[src/rtl/alu_pkg.sv]
// Shared opcode constants and FSM state encoding for the sequential ALU.
package alu_pkg;

  localparam logic [3:0] OP_AND = 4'b0000;
  localparam logic [3:0] OP_OR  = 4'b0001;
  localparam logic [3:0] OP_ADD = 4'b0010;
  localparam logic [3:0] OP_MUL = 4'b0011;
  localparam logic [3:0] OP_SUB = 4'b0110;
  localparam logic [3:0] OP_SLT = 4'b0111;
  localparam logic [3:0] OP_NOR = 4'b1100;

  typedef enum logic [1:0] {
    IDLE = 2'd0,
    BUSY = 2'd1,
    DONE = 2'd2
  } alu_state_t;

endpackage

[src/rtl/alu_mul_iter.sv]
// Iterative shift-add multiplier, one multiplier bit per cycle, LSB first.
// Only instantiated when ALU_SEQ_MUL_EN is defined.
// The product output is the accumulator value after the current iteration,
// so the owner can capture it on the same edge that done is seen.
module alu_mul_iter #(
  parameter int WIDTH = 64,
  parameter int CNT_W = $clog2(WIDTH)
) (
  input  logic             clk,
  input  logic             reset,
  input  logic             start,
  input  logic [WIDTH-1:0] multiplicand,
  input  logic [WIDTH-1:0] multiplier,
  output logic [WIDTH-1:0] product,
  output logic             done
);

  logic             busy;
  logic [CNT_W-1:0] count;
  logic [WIDTH-1:0] acc;
  logic [WIDTH-1:0] mcand;
  logic [WIDTH-1:0] mplier;
  logic [WIDTH-1:0] acc_next;

  assign acc_next = mplier[0] ? (acc + mcand) : acc;
  assign product  = acc_next;
  assign done     = busy && (count == CNT_W'(WIDTH - 1));

  // Load operands on start, then add-and-shift once per cycle for WIDTH cycles.
  always_ff @(posedge clk or posedge reset) begin
    if (reset) begin
      busy   <= 1'b0;
      count  <= '0;
      acc    <= '0;
      mcand  <= '0;
      mplier <= '0;
    end else if (start) begin
      busy   <= 1'b1;
      count  <= '0;
      acc    <= '0;
      mcand  <= multiplicand;
      mplier <= multiplier;
    end else if (busy) begin
      acc    <= acc_next;
      mcand  <= mcand << 1;
      mplier <= mplier >> 1;
      count  <= count + 1'b1;
      if (done) begin
        busy <= 1'b0;
      end
    end
  end

endmodule

[src/rtl/alu_seq.sv]
// Handshaked sequential ALU: accepts an operation on in_valid/in_ready,
// returns a registered Result/Zero/illegal on out_valid/out_ready.
// Define ALU_SEQ_MUL_EN to build the iterative multiplier (opcode 0011);
// without it 0011 completes in one cycle as an illegal opcode.
module alu_seq
  import alu_pkg::*;
#(
  parameter int WIDTH = 64,
  parameter int CNT_W = $clog2(WIDTH)
) (
  input  logic             clk,
  input  logic             reset,
  input  logic             in_valid,
  output logic             in_ready,
  input  logic [WIDTH-1:0] a,
  input  logic [WIDTH-1:0] b,
  input  logic [3:0]       ALUOp,
  output logic             out_valid,
  input  logic             out_ready,
  output logic [WIDTH-1:0] Result,
  output logic             Zero,
  output logic             illegal
);

  alu_state_t       state;
  alu_state_t       state_next;
  logic [WIDTH-1:0] alu_res;
  logic             is_legal;
  logic             starts_mul;
  logic             accept;
  logic [WIDTH-1:0] result_q;
  logic             zero_q;
  logic             illegal_q;

  // in_ready depends on state only, so it never combinationally follows in_valid.
  assign in_ready  = (state == IDLE);
  assign out_valid = (state == DONE);
  assign accept    = in_valid && in_ready;
  assign Result    = result_q;
  assign Zero      = zero_q;
  assign illegal   = illegal_q;

`ifdef ALU_SEQ_MUL_EN
  logic [WIDTH-1:0] mul_product;
  logic             mul_done;

  alu_mul_iter #(
    .WIDTH (WIDTH),
    .CNT_W (CNT_W)
  ) u_mul (
    .clk          (clk),
    .reset        (reset),
    .start        (accept && starts_mul),
    .multiplicand (a),
    .multiplier   (b),
    .product      (mul_product),
    .done         (mul_done)
  );
`endif

  // Decode the opcode and evaluate every single-cycle operation from the live inputs.
  always_comb begin
    alu_res    = '0;
    is_legal   = 1'b1;
    starts_mul = 1'b0;
    case (ALUOp)
      OP_AND: alu_res = a & b;
      OP_OR:  alu_res = a | b;
      OP_ADD: alu_res = a + b;
      OP_SUB: alu_res = a - b;
      OP_NOR: alu_res = ~(a | b);
      OP_SLT: alu_res = {{(WIDTH-1){1'b0}}, ($signed(a) < $signed(b))};
`ifdef ALU_SEQ_MUL_EN
      OP_MUL: starts_mul = 1'b1;
`endif
      default: is_legal = 1'b0;
    endcase
  end

  // FSM state register.
  always_ff @(posedge clk or posedge reset) begin
    if (reset) begin
      state <= IDLE;
    end else begin
      state <= state_next;
    end
  end

  // Next-state logic: multiplies detour through BUSY, everything else goes straight to DONE.
  always_comb begin
    state_next = state;
    case (state)
      IDLE: begin
        if (in_valid) begin
          state_next = starts_mul ? BUSY : DONE;
        end
      end
`ifdef ALU_SEQ_MUL_EN
      BUSY: begin
        if (mul_done) begin
          state_next = DONE;
        end
      end
`endif
      DONE: begin
        if (out_ready) begin
          state_next = IDLE;
        end
      end
      default: state_next = IDLE;
    endcase
  end

  // Result registers: loaded at acceptance for one-cycle ops, or when the multiplier finishes.
  // A multiply clears Zero at acceptance so the flag is never high while BUSY.
  always_ff @(posedge clk or posedge reset) begin
    if (reset) begin
      result_q  <= '0;
      zero_q    <= 1'b1;
      illegal_q <= 1'b0;
    end else if (accept) begin
      result_q  <= alu_res;
      zero_q    <= (alu_res == '0) && !starts_mul;
      illegal_q <= !is_legal;
`ifdef ALU_SEQ_MUL_EN
    end else if ((state == BUSY) && mul_done) begin
      result_q <= mul_product;
      zero_q   <= (mul_product == '0);
`endif
    end
  end

endmodule

[config.mk]
export PLATFORM = sky130hd
export DESIGN_NAME = alu_seq
export DESIGN_NICKNAME = d
export VERILOG_FILES = /design/src/rtl/alu_pkg.sv /design/src/rtl/alu_mul_iter.sv /design/src/rtl/alu_seq.sv
export SDC_FILE = /design/constraint.sdc
export NUM_CORES = 1
export LEC_CHECK = 0
export ABC_AREA = 0
export CORE_UTILIZATION = 52
export CTS_BUF_LIST = sky130_fd_sc_hd__clkbuf_4
export CTS_CLUSTER_DIAMETER = 80
export CTS_CLUSTER_SIZE = 30
export DETAILED_ROUTE_END_ITERATION = 16
export MAX_ROUTING_LAYER = met4
export PLACE_DENSITY = 0.76
export SKIP_CTS_REPAIR_TIMING = 1
export SYNTH_ARGS = -nofsm -noshare
export SYNTH_HDL_FRONTEND = slang
export SYNTH_SLANG_ARGS = --single-unit
[constraint.sdc]
create_clock -name clk -period 12.35 [get_ports clk]
set_clock_uncertainty 0.2 [all_clocks]
set_input_delay 3.0875 -clock clk [delete_from_list [all_inputs] [get_ports clk]]
set_output_delay 3.0875 -clock clk [all_outputs]
set_load 0.005 [all_outputs]
==> qor.yml <==
worst_ep_required_time_ns: 12.54
status: "finished clean"
min_path_cells: 2
worst_path_arrival_ns: 10.02
power_density_mw_per_mm2: 72.6
largest_net_degree_at_the_start_of_global_routing: 73
cts_inserted_buffers: 9
hold_worst_slack_ns: 0.302
report.final.hold_viol_count: 0
crit-reg2reg-capture: "Zero$_DFFE_PP1P_"
max_fanout_on_critical_path: 19
slew_headroom: 0.276
synth-seq-area-share: 0.115
synth_area_leaders: "ha_1 17%, dfrtp_1 11%, a21oi_1 7.0%, nor2_1 6.1%, inv_1 5.3%"
synthCells: 2137
postRouteWirelength_um: 66500
port_buffers: 203
dieArea_mm2: 0.0288
total_power_after_layout_mw: 1.23
min-delay-start: "Result[55]$_DFFE_PP0P_"
achievable-frequency_mhz: 102
place.detailed.hpwl_um: 51100
min_period_over_period: 0.796
post_synth_instance_area_mm2: 0.0146
clkLatencyLatePin_ns: 0.49
setup.worst_path.end_class: "flip-flop"
cp-start-kind: "primary input"
dr_total_vias: 18573
hold-path-endpoint: "Result[55]$_DFFE_PP0P_"
clock_sink_count: 67
cts_tree: "yes"
global_route.usage.total: 0.464
first_global_vias: 16967
finalNetCount: 2587
grt_overflow_total: 0
synth.top_cell.area_share: 0.174
post_synth_edffs: 0
routedWlPerCell_um: 25.3
hp-class: "reg -> reg"
post_drt_via_cell_ratio: 7.06
yosys.cell_count.top_type: "nor2_1"
die_wd_um: 170
drtIter0Drc: 2799
cts_max_path_buffers: 2
h-tree-depth: 3
fin_setup_tns_ns: 0
netlist_top_cells_count: "237 x nor2_1, 206 x inv_1, 204 x a21oi_1, 203 x ha_1, 173 x nand2_1"
top_cell_by_count_worst_path: "or4_1"
average_cell_area_after_synthesis_um2: 6.85
grt_pass1_wl_um: 99900
crit_slowest_cell: "clkdlybuf4s50_1"
starting_density: 0.528
yosysWarningCount: 0
design.core.area_mm2: 0.0277
final_layout_size_suffix_gt1_frac: 0.0369
first_pass_iters: 7
timing.reg2reg.setup_slack_ns: 6.19
number_of_top_level_pins: 204
fp-row-count: 61
clock-root-buffer: "clkbuf_4"
tightestPinTransition_ns: 1.09
ant_nets: 0
route.detailed.drc: 0
asyncSetResetFlopFracSynth: 1.00
finalSetupViolCount: 0
reg2reg_from: "state[1]$_DFFE_PP0P_"
yosys.cell_types.count: 91
vdd.ir_drop.worst_mv: 0.0363
leakage_nw: 7.36
gpl.final_weighted_congestion: 1.09
maxCapViolCount: 0
worstRegToRegCells: 15
cts_clock_pin_slew_for_the_worst_setup_and_hold_paths_ns: 0.15
synth_flop_cell: "dfrtp_1"
criticalPathCategory: "in -> reg"
area_growth_syn_to_layout_pct: 16.0
final-max-slew-violation-count: 0
die_height_um: 170
yosys.area.top_type: "ha_1"
ordered_cell_list_for_the_critical_path: "clkdlybuf4s50_1, or3b_1, a2bb2oi_1, a21oi_1, a2111oi_4, a22oi_1, or4b_1, or4_1, or4_1, nor4_2, nand4_1, or4_1, nor4_1, nand4_1, o41ai_2"
post-route-min-period_ns: 9.83
postSynthRegisterBits: 67
worst_path_largest_cell_delay_ns: 1.14
synth.net_count: 2478
grt_antenna_before_repair: 1
rsz0062_at_grt: "false"
-- report_power, final --
part | leakage [nW] | switching [mW] | internal [mW]
combinational | 6.40 | 0.490 | 0.298
clock | 0.0718 | 0.0993 | 0.0635
sequential | 0.887 | 0.0286 | 0.252
-- cell type report --
type,count,area [um^2]
multi-input combinational,1736,11700
clock inverter,4,42.5
tap,378,473
fill,2623,10700
antenna,1,2.50
sequential,67,1680
timing repair buffer,225,2200
clock buffer,11,82.6
inverter,207,777
-- worst max-delay path by stage --
stage / startpoint / to / slack (ns) / depth (start not counted)
3_5_place_dp: ALUOp[2] / Zero$_DFFE_PP1P_ / 2.44 / 15
3_3_place_gp: ALUOp[3] / Zero$_DFFE_PP1P_ / 2.58 / 15
4_1_cts: ALUOp[3] / Zero$_DFFE_PP1P_ / 2.92 / 15
6_report: ALUOp[3] / Zero$_DFFE_PP1P_ / 2.52 / 15
2_1_floorplan: a[0] / Zero$_DFFE_PP1P_ / 4.74 / 17
5_1_grt: ALUOp[3] / Zero$_DFFE_PP1P_ / 2.65 / 15
-- sequential cells by signal (all words and copies together), names as in the netlist --
name,cells
Zero,1
illegal,1
Result,64
state,1
-- cell usage in the layout, fill, tap and decap left out, types with 16 or more instances in the layout --
cell type	Yosys	final
nor2_1	237	236
inv_1	206	205
a21oi_1	204	204
ha_1	203	203
clkdlybuf4s50_1	0	203
nand2_1	173	173
o21ai_0	149	148
dfrtp_1	66	66
nor3_1	47	46
nand3_1	42	42
nand4_1	39	39
o31ai_1	38	38
a221oi_1	37	37
a221o_1	33	33
nor4_1	33	32
a22o_1	28	28
a31oi_1	26	26
o21bai_1	25	25
o211ai_1	25	25
a211oi_1	23	23
nor2b_1	22	22
buf_4	2	22
a22oi_1	21	21
o22ai_1	21	21
o221ai_1	20	20
o21a_1	19	19
a21o_1	17	17
a21boi_0	16	16
and3_1	16	16
and2_1	16	16
-- per-stage QoR --
step           instance area [um^2]  std cells   util  setup WS [ns]
3_3_place_gp                  16900       2613  0.608           2.58
6_report                      17000       2629  0.613           2.52
5_1_grt                       17000       2629  0.613           2.65
2_1_floorplan                 14600       2137      -           4.74
4_1_cts                       17000       2628  0.613           2.92
3_5_place_dp                  16900       2613  0.608           2.44
-- layer usage --
metal | part of all wire | wire [um] | GRT usage
met1 | 0.38 | 25300 | 0.585
met2 | 0.43 | 28500 | 0.702
met4 | 0.065 | 4310 | 0.246
met3 | 0.12 | 8290 | 0.0872
met5 | 0 | 0 | -
-- worst max-delay path, delay by kind of cell --
family / cells / cell delay, ns
AND/OR/NAND/NOR: 9 / 4.44
AO/OA/AOI/OAI: 5 / 1.30
buffers and inverters: 1 / 1.14
-- kinds of logic after synthesis --
logic type / synth area share
AO/OA/AOI/OAI: 0.378
AND/OR/NAND/NOR: 0.228
buffers and inverters: 0.0874
adder cells (fa/ha/maj): 0.176
flip-flops: 0.115
XOR/XNOR: 0.00718
multiplexers: 0.00770
No activity file was read; power rests on OpenSTA's default activity.
